## config.mk

```make
export PLATFORM = sky130hd
export DESIGN_NAME = rca_word_sequencer
export DESIGN_NICKNAME = d
export VERILOG_FILES = /design/src/rtl/rca_word_sequencer_pkg.sv /design/src/rtl/RCA.sv /design/src/rtl/rca_word_sequencer.sv
export SDC_FILE = /design/constraint.sdc
export NUM_CORES = 1
export LEC_CHECK = 0
export ABC_AREA = 0
export BUFFER_PORTS_ARGS = -buffer_cell sky130_fd_sc_hd__clkbuf_2
export CAP_MARGIN = 25
export CORE_UTILIZATION = 35
export CTS_BUF_LIST = sky130_fd_sc_hd__clkbuf_4
export CTS_CLUSTER_DIAMETER = 60
export DETAILED_ROUTE_END_ITERATION = 8
export SETUP_SLACK_MARGIN = 0.2
export SYNTH_ARGS = -nofsm -noshare
export SYNTH_HDL_FRONTEND = slang
export SYNTH_SLANG_ARGS = --single-unit
```

## constraint.sdc

```tcl
create_clock -name clk -period 9.63 [get_ports clk]
set_input_delay 0.4815 -clock clk [delete_from_list [all_inputs] [get_ports clk]]
set_output_delay 0.4815 -clock clk [all_outputs]
set_load 0.02 [all_outputs]
```

## src/rtl/rca_word_sequencer_pkg.sv

```systemverilog
// Shared definitions for the word-serial add/subtract sequencer:
// FSM encoding and the index-width helper.
package rca_word_sequencer_pkg;

    typedef enum logic [1:0] {
        IDLE = 2'd0,
        RUN  = 2'd1,
        DONE = 2'd2
    } state_t;

    function automatic int clog2(input int value);
        int width;
        int rem;
        width = 32'sd0;
        rem   = value - 32'sd1;
        while (rem > 32'sd0) begin
            width = width + 32'sd1;
            rem   = rem / 32'sd2;
        end
        return width;
    endfunction

    // A single-word configuration still needs a one-bit index register.
    function automatic int idx_width(input int words);
        return (words > 32'sd1) ? clog2(words) : 32'sd1;
    endfunction

endpackage

```

## src/rtl/RCA.sv

```systemverilog
// Existing N-bit ripple-carry adder shared by the word sequencer.
// Purely combinational; port order is (Cout, Sum, A, B, Cin).
module RCA #(
    parameter int N = 4
) (
    output logic         Cout,
    output logic [N-1:0] Sum,
    input  logic [N-1:0] A,
    input  logic [N-1:0] B,
    input  logic         Cin
);

    // Ripple the carry bit by bit through a chain of full adders.
    always_comb begin
        logic carry_v;
        Sum     = {N{1'b0}};
        carry_v = Cin;
        for (int i = 0; i < N; i++) begin
            Sum[i]  = A[i] ^ B[i] ^ carry_v;
            carry_v = (A[i] & B[i]) | (carry_v & (A[i] ^ B[i]));
        end
        Cout = carry_v;
    end

endmodule

```

## src/rtl/rca_word_sequencer.sv

```systemverilog
// Multi-precision add/subtract controller: time-shares one N-bit RCA across
// WORDS words, LSW first, chaining the carry through a register.
module rca_word_sequencer
    import rca_word_sequencer_pkg::*;
#(
    parameter int N     = 4,
    parameter int WORDS = 4
) (
    input  logic               clk,
    input  logic               rst,
    input  logic               start,
    input  logic               sub,
    input  logic               cin,
    input  logic [N*WORDS-1:0] op_a,
    input  logic [N*WORDS-1:0] op_b,
    output logic               busy,
    output logic               done,
    output logic [N*WORDS-1:0] result,
    output logic               cout,
    output logic               ovf
);

    localparam int IDX_W = idx_width(WORDS);
    localparam logic [IDX_W-1:0] LAST_IDX = IDX_W'(WORDS - 1);

    state_t                  state_r;
    state_t                  next_state_s;
    logic [IDX_W-1:0]        idx_r;
    logic                    carry_r;
    logic                    sub_r;
    logic [WORDS-1:0][N-1:0] a_reg_r;
    logic [WORDS-1:0][N-1:0] b_reg_r;
    logic [WORDS-1:0][N-1:0] result_r;
    logic                    cout_r;
    logic                    ovf_r;
    logic                    busy_r;
    logic                    done_r;

    logic                    accept_s;
    logic                    step_s;
    logic                    last_s;
    logic [N-1:0]            a_word_s;
    logic [N-1:0]            b_eff_s;
    logic [N-1:0]            rca_sum_s;
    logic                    rca_cout_s;
    logic                    ovf_s;

    // Subtraction feeds the inverted B word; the +1 comes from the seeded carry.
    assign a_word_s = a_reg_r[idx_r];
    assign b_eff_s  = b_reg_r[idx_r] ^ {N{sub_r}};
    assign ovf_s    = (a_word_s[N-1] ~^ b_eff_s[N-1]) & (rca_sum_s[N-1] ^ a_word_s[N-1]);

    RCA #(.N(N)) u_rca (
        .Cout (rca_cout_s),
        .Sum  (rca_sum_s),
        .A    (a_word_s),
        .B    (b_eff_s),
        .Cin  (carry_r)
    );

    // FSM state register.
    always_ff @(posedge clk or posedge rst) begin
        if (rst) begin
            state_r <= IDLE;
        end else begin
            state_r <= next_state_s;
        end
    end

    // Next-state and datapath control decode.
    always_comb begin
        next_state_s = state_r;
        accept_s     = 1'b0;
        step_s       = 1'b0;
        last_s       = 1'b0;
        case (state_r)
            IDLE: begin
                if (start) begin
                    accept_s     = 1'b1;
                    next_state_s = RUN;
                end else begin
                    next_state_s = IDLE;
                end
            end
            RUN: begin
                step_s = 1'b1;
                if (idx_r == LAST_IDX) begin
                    last_s       = 1'b1;
                    next_state_s = DONE;
                end else begin
                    next_state_s = RUN;
                end
            end
            DONE: begin
                next_state_s = IDLE;
            end
            default: begin
                next_state_s = IDLE;
            end
        endcase
    end

    // Operand latch, word-serial accumulation and flag capture.
    always_ff @(posedge clk or posedge rst) begin
        if (rst) begin
            idx_r    <= {IDX_W{1'b0}};
            carry_r  <= 1'b0;
            sub_r    <= 1'b0;
            a_reg_r  <= {(N*WORDS){1'b0}};
            b_reg_r  <= {(N*WORDS){1'b0}};
            result_r <= {(N*WORDS){1'b0}};
            cout_r   <= 1'b0;
            ovf_r    <= 1'b0;
            busy_r   <= 1'b0;
            done_r   <= 1'b0;
        end else begin
            if (accept_s) begin
                a_reg_r  <= op_a;
                b_reg_r  <= op_b;
                sub_r    <= sub;
                carry_r  <= sub ? 1'b1 : cin;
                idx_r    <= {IDX_W{1'b0}};
                result_r <= {(N*WORDS){1'b0}};
            end else if (step_s) begin
                result_r[idx_r] <= rca_sum_s;
                carry_r         <= rca_cout_s;
                idx_r           <= idx_r + IDX_W'(1);
                if (last_s) begin
                    cout_r <= rca_cout_s;
                    ovf_r  <= ovf_s;
                end else begin
                    cout_r <= cout_r;
                    ovf_r  <= ovf_r;
                end
            end else begin
                idx_r <= idx_r;
            end
            // Status flags are registered from the next state so they align with it.
            busy_r <= (next_state_s != IDLE);
            done_r <= (next_state_s == DONE);
        end
    end

    assign busy   = busy_r;
    assign done   = done_r;
    assign result = result_r;
    assign cout   = cout_r;
    assign ovf    = ovf_r;

endmodule
```

==> flow_summary.json, run 1 <==
{
  "cts-root-buf": "clkbuf_4",
  "die_h_um": 90.0,
  "boundaryPins": 57,
  "crit_buf_inv": 0,
  "netlist.area_leader.share_pct": 53.6,
  "slowest_stage": "dfrtp_1",
  "via_count": 1747,
  "synth_edf_count": 0,
  "core_mm2": 0.00737,
  "diodes": 0,
  "synth_area_mm2": 0.00271,
  "powerDensity_mw_per_mm2": 432,
  "place_area_mm2": 0.00308,
  "rows": 31,
  "finalMaxSlewViolations": 0,
  "drt_iter0_drc": 72,
  "syn_nets": 244,
  "p_seq_share_pct": 31.8,
  "postSynth.asyncResetShare_pct": 100,
  "clkPwrFrac_pct": 15.7,
  "hold_path_class": "input port to async pin",
  "p_comb_share_pct": 52.5,
  "synthTopCellsByArea": "dfrtp_1 (54%), mux2_2 (14%), mux4_1 (6.8%)",
  "p_int_mw": 0.850,
  "critPathLaunchType": "flip-flop",
  "yosysUniqueCellTypes": 34,
  "grt_start_max_net_pins": 59,
  "initial_utilization_pct": 36.8,
  "clk_pin_slew_ns": 0.11,
  "crit_path_frequent_cell": "fa_1",
  "tritoncts": "yes",
  "worstSetupPathType": "flip-flop to flip-flop",
  "ctsHoldBuffers": 0,
  "antenna_found_initial": 0,
  "synth_top_area_cell": "dfrtp_1",
  "finalSetupViolCount": 0,
  "portBuffers": 56,
  "synth_ff_type": "dfrtp_1",
  "grt_overflow_total": 0,
  "drive_above_1_share_pct": 42.1,
  "clock-sinks": 58,
  "antenna_left": 0,
  "first_pass_iters": 4,
  "ys_seq_elements": 58,
  "grt_usage_pct": 14.5,
  "cts_buffers": 9,
  "switching_share_pct": 39.4,
  "area_growth_pct": 20.0,
  "synth_area_per_cell_um2": 13.7,
  "tightest_slew_ns": 0.960,
  "cp.required_ns": 9.94,
  "die_area_mm2": 0.00810,
  "clock_latency_ns": 0.40,
  "fin_setup_tns_ns": 0,
  "gp_congestion": 0.748,
  "cts_max_path_buffers": 2,
  "use_met1_pct": 19.0,
  "ir_worst_vdd_mv": 0.188,
  "stdcell_area_mm2": 0.00325,
  "cp_cell_sequence": "mux4_1, xnor2_1, fa_1, fa_1, fa_1, fa_1, xor2_1, o31ai_2",
  "final_nets": 303,
  "end_kind": "flip-flop",
  "avgRoutedWirePerCell_um": 15.0,
  "die_x_um": 90.0,
  "p_leak_nw": 1.52,
  "h-tree-depth": 3,
  "synthCells": 198,
  "maxCapViolCount": 0,
  "crit_fanout": 11,
  "vias_per_cell": 4.85,
  "grtUsageMet3_pct": 3.55,
  "status": "completed",
  "grt_pass1_vias": 1781,
  "rsz0062_at_grt": "false",
  "cts_resized": 0,
  "fmax_mhz": 269,
  "power.switching_mw": 0.554,
  "yosysWarningCount": 0,
  "post-route-min-period_ns": 3.71,
  "fillers": 737,
  "slew_headroom_pct": 35.9,
  "critPathMaxStageDelay_ns": 0.67,
  "cts_setup_buffers": 0,
  "grt-busiest-layer": "met2",
  "crit_family": "adder cells",
  "hold_viol": 0,
  "yosysSeqAreaShare_pct": 53.6,
  "grt_pass1_wl_um": 8910,
  "drcViolationCount": 0,
  "hpwlAfterDp_um": 3810,
  "use_met2_pct": 22.4,
  "cp_data_arrival_time_ns": 4.03,
  "fin_worst_skew_ns": 0.0160,
  "timing.final.crit_share_pct": 38.6,
  "routed_wl_um": 5410
}
==> synthesized netlist by cell type (all sizes together), types with 2 or more instances <==
cell      n
dfrtp    58
mux2     33
inv      18
a21oi    11
mux4      8
clkbuf    6
a22o      5
ha        5
nand2     5
nand2b    5
o21ai     5
buf       4
fa        4
or3       4
a311oi    3
nor2      3
o22ai     3
xnor2     3
o2bb2ai   2
xor2      2
==> power by group through the flow <==
stage	registers, mW	clock network (mW)	logic (mW)
finish	0.447	0.220	0.737
global route	0.466	0.236	0.806
CTS	0.450	0.226	0.756
detailed placement	0.455	0	0.751
global placement	0.453	0	0.721
floorplan	0.448	0	0.541
==> layer usage <==
layer	part of all wire, %	routed length, um
met3	4.0	214
met2	49	2640
met5	0	0
met1	45	2440
met4	2.1	115
==> sequential cells by signal (all words and copies together) (netlist names) <==
register and cells:
b_reg_r 16, busy 1, ovf 1, carry_r 1, idx_r 2, sub_r 1, result 16, a_reg_r 16
cout 1, state_r 2, done 1
==> placed cells by master (no fill, tap or decap) <==
cell type,Yosys,final
a32o_1,1,1
mux2_2,33,33
mux4_2,1,1
mux4_1,7,7
clkinv_2,0,1
o21bai_1,1,1
o22a_1,1,1
a311oi_1,3,3
clkbuf_4,0,9
nand2_1,5,5
fa_1,4,4
inv_1,18,17
a22o_1,5,5
nor4b_1,1,1
clkbuf_2,1,56
bufinv_16,0,3
mux2i_1,1,1
a21oi_1,11,11
xor2_1,2,2
inv_2,0,1
or3_1,4,4
clkinvlp_4,0,1
o31ai_2,1,1
o2bb2ai_1,2,2
o22ai_1,3,3
a31o_2,1,1
nor3b_4,1,1
nor2_1,3,3
xnor2_1,3,3
nand2b_1,5,5
ha_1,5,5
a211oi_1,1,1
buf_4,0,2
o21ai_0,5,5
dfrtp_1,58,58
nand3b_1,1,1
clkinv_1,1,2
==> final cells by class <==
class / instances / area, um2 / share of cell area (%)
clock inverters: 6 / 106 / 3.27
clock buffers: 9 / 67.6 / 2.08
repair buffers: 58 / 295 / 9.08
well taps: 99 / 124 / 3.81
flip-flops and latches: 58 / 1450 / 44.6
inverters: 19 / 71.3 / 2.19
multi-input cells: 111 / 1140 / 35.0
==> stage by stage <==
stage	hold slack, ns	utilization (%)	worst slack, ns	power, mW	std cells
global placement	0.481	41.8	5.98	1.17	345
CTS	0.260	44.1	5.87	1.43	360
floorplan	0.472	-	6.29	0.989	198
global route	0.289	44.1	5.76	1.51	360
finish	0.253	44.1	5.92	1.40	360
detailed placement	0.480	41.8	5.92	1.21	345
==> worst reg2reg max path, cell delays in order (launching register included) <==
cell and delay [ns]:
dfrtp_1 0.67, mux4_1 0.64, xnor2_1 0.16, fa_1 0.39, fa_1 0.39, fa_1 0.42, fa_1 0.54, xor2_1 0.20
o31ai_2 0.21
==> worst paths after layout <==
path,slack (ns),start,to,cells past startpoint
worst max-delay path,5.92,idx_r[0],ovf,8
worst min-delay path,0.25,rst,result[0],3
worst max register to register,5.92,idx_r[0],ovf,8
worst min register to register,0.50,cout,cout,2
max in group asynchronous,8.90,rst,b_reg_r[2],3
min in group clk,0.31,op_a[3],a_reg_r[3],2
==> cells by family (layout without fill, tap and decap cells) <==
family,Yosys count,count (layout),synth area share [%]
AOI/OAI and AO/OA,35,35,8.91
xor gates and xnor gates,5,5,1.62
adders and majority gates,9,9,5.26
buffers and inverters,29,92,4.48
DFF,58,58,53.6
muxes,42,42,21.7
and+or+nand+nor,20,20,4.48
No activity file was read; power rests on OpenSTA's default activity.
==> run 2: changes to the inputs <==
- clock period: 9.63 -> 3.6 ns (I/O delays scaled with it)
==> run 2 against run 1 <==
Compared with the run above: wire length up 3.1%; non-clock buffer count grew 31; clock skew is 0.0049 ns lower; die area stayed put; largest power group unchanged.
==> flow_summary.json, run 2 (synthesis results as in run 1) <==
{
  "status": "completed",
  "vias_per_cell": 4.72,
  "layout_commonest_cell": "dfrtp_1",
  "grt_pass1_vias": 1823,
  "crit_buf_inv": 0,
  "grt_overflow_total": 0,
  "core_mm2": 0.00737,
  "regToRegStartpoint": "idx_r[0]",
  "rsz0062_at_grt": "false",
  "p_leak_nw": 1.65,
  "drcViolationCount": 0,
  "cp_data_arrival_time_ns": 3.61,
  "die_area_mm2": 0.00810,
  "ir_worst_vdd_mv": 0.533,
  "r2r_end": "ovf",
  "cp.required_ns": 3.91,
  "tritoncts": "yes",
  "min_from": "op_b[4]",
  "final_nets": 334,
  "cts-root-buf": "clkbuf_4",
  "cp_cell_sequence": "mux4_1, xnor2_1, fa_1, fa_1, fa_1, fa_2, xor2_1, o31ai_2",
  "clock_latency_ns": 0.40,
  "fmax_mhz": 303,
  "finalMaxSlewViolations": 0,
  "fin_worst_skew_ns": 0.0111,
  "reg2regPathDepth": 8,
  "drive_above_1_share_pct": 39.6,
  "crit_fanout": 5,
  "routed_wl_um": 5580,
  "slew_headroom_pct": 54.9,
  "finalSetupViolCount": 0,
  "crit_family": "adder cells",
  "powerDensity_mw_per_mm2": 1060,
  "stdcell_area_mm2": 0.00354,
  "drt_iter0_drc": 68,
  "regArea_mm2": 0.00145,
  "area_growth_pct": 30.7,
  "grt_start_max_net_pins": 55,
  "post-route-min-period_ns": 3.30,
  "cts_max_path_buffers": 2,
  "antenna_found_initial": 0,
  "hold_viol": 0,
  "cts_buffers": 9,
  "clk_pin_slew_ns": 0.09,
  "maxCapViolCount": 0,
  "boundaryPins": 57,
  "gp_congestion": 0.750,
  "ff2ff_setup_slack_ns": 0.30,
  "hold_path_class": "input port to flip-flop",
  "diodes": 0,
  "avgRoutedWirePerCell_um": 14.2,
  "grt_usage_pct": 15.1,
  "fin_setup_tns_ns": 0,
  "via_count": 1852,
  "rows": 31,
  "antenna_left": 0,
  "holdPathEnd": "b_reg_r[4]",
  "place_area_mm2": 0.00311,
  "h-tree-depth": 3,
  "worstSetupPathType": "flip-flop to flip-flop",
  "clock-sinks": 58,
  "multi_input_area_mm2": 0.00114,
  "critPathLaunchType": "flip-flop",
  "timing.final.crit_share_pct": 91.6,
  "crit_path_frequent_cell": "fa_1",
  "end_kind": "flip-flop",
  "portBuffers": 56,
  "die_x_um": 90.0,
  "holdPathStages": 2,
  "initial_utilization_pct": 36.8,
  "die_h_um": 90.0,
  "mostFrequentLayoutCells": "dfrtp_1 (58), clkbuf_2 (56), mux2_2 (33)",
  "grt_pass1_wl_um": 9230,
  "slowest_stage": "fa_2",
  "fillers": 698,
  "tightest_slew_ns": 0.676,
  "hpwlAfterDp_um": 3890,
  "critPathMaxStageDelay_ns": 0.60,
  "first_pass_iters": 4
}
## run 2: changes by cell type in the layout (fill, tap and decap cells not counted)
cell	before	now
buf_4	2	6
bufinv_16	3	2
clkbuf_4	9	13
clkinv_2	1	0
clkinvlp_4	1	0
dlygate4sd3_1	0	27
fa_1	4	3
fa_2	0	1
## run 2: how the worst max path moves through the flow
stage	startpoint	end	slack, ns	cells past startpoint
finish	idx_r[0]	ovf	0.30	8
CTS	idx_r[0]	ovf	0.25	8
floorplan	idx_r[0]	ovf	0.26	9
global placement	idx_r[0]	ovf	0.34	8
global route	idx_r[0]	ovf	0.20	8
detailed placement	idx_r[0]	ovf	0.28	8
## run 2: area by class of cell
cell class | instances | share of cell area [%]
sequential | 58 | 41.0
multi-input combinational | 111 | 32.2
timing repair buffer | 89 | 16.8
tap | 99 | 3.50
clock buffer | 13 | 2.75
inverter | 19 | 2.01
clock inverter | 3 | 1.80
## run 2: power by group
part / total [mW] / switching [mW] / leakage (nW) / internal [mW]
sequential: 1.17 / 0.199 / 0.706 / 0.968
combinational: 2.06 / 1.04 / 0.854 / 1.02
clock: 0.537 / 0.225 / 0.0896 / 0.312
## run 2: worst register-to-register path: cells and delay by family (launching register included)
family                   cells  cell delay, ns
flip-flops                   1            0.37
AO/OA/AOI/OAI                1            0.21
multiplexers                 1            0.57
XOR/XNOR                     2            0.25
adder cells (fa/ha/maj)      4            1.81
## run 2: stage by stage
step	hold WS (ns)	worst slack, ns	util [%]	power, mW	cells
after global placement	0.0357	0.340	42.2	3.18	349
final	0.0269	0.301	48.1	3.76	392
after floorplan	0.332	0.256	-	2.65	198
after global routing	0.000360	0.204	48.1	4.05	392
after CTS	0.00238	0.250	47.8	3.80	390
after detailed placement	0.0371	0.282	42.2	3.23	349
## run 2: per-layer routing
layer / vias up / share of wire (%) / track usage, %
li1: 894 / - / -
met1: 908 / 47 / 20.3
met2: 42 / 47 / 22.6
met3: 8 / 4.4 / 4.91
met4: 0 / 1.4 / 6.05
met5: - / 0 / 0
## run 2: what timing repair did
action | 4_1_cts | 5_1_grt
buffers inserted | 0 | 0
hold buffers | 25 | 2
resized for setup | 0 | 1
hold endpoints to repair | 28 | 2
setup endpoints to repair | 0 | 1
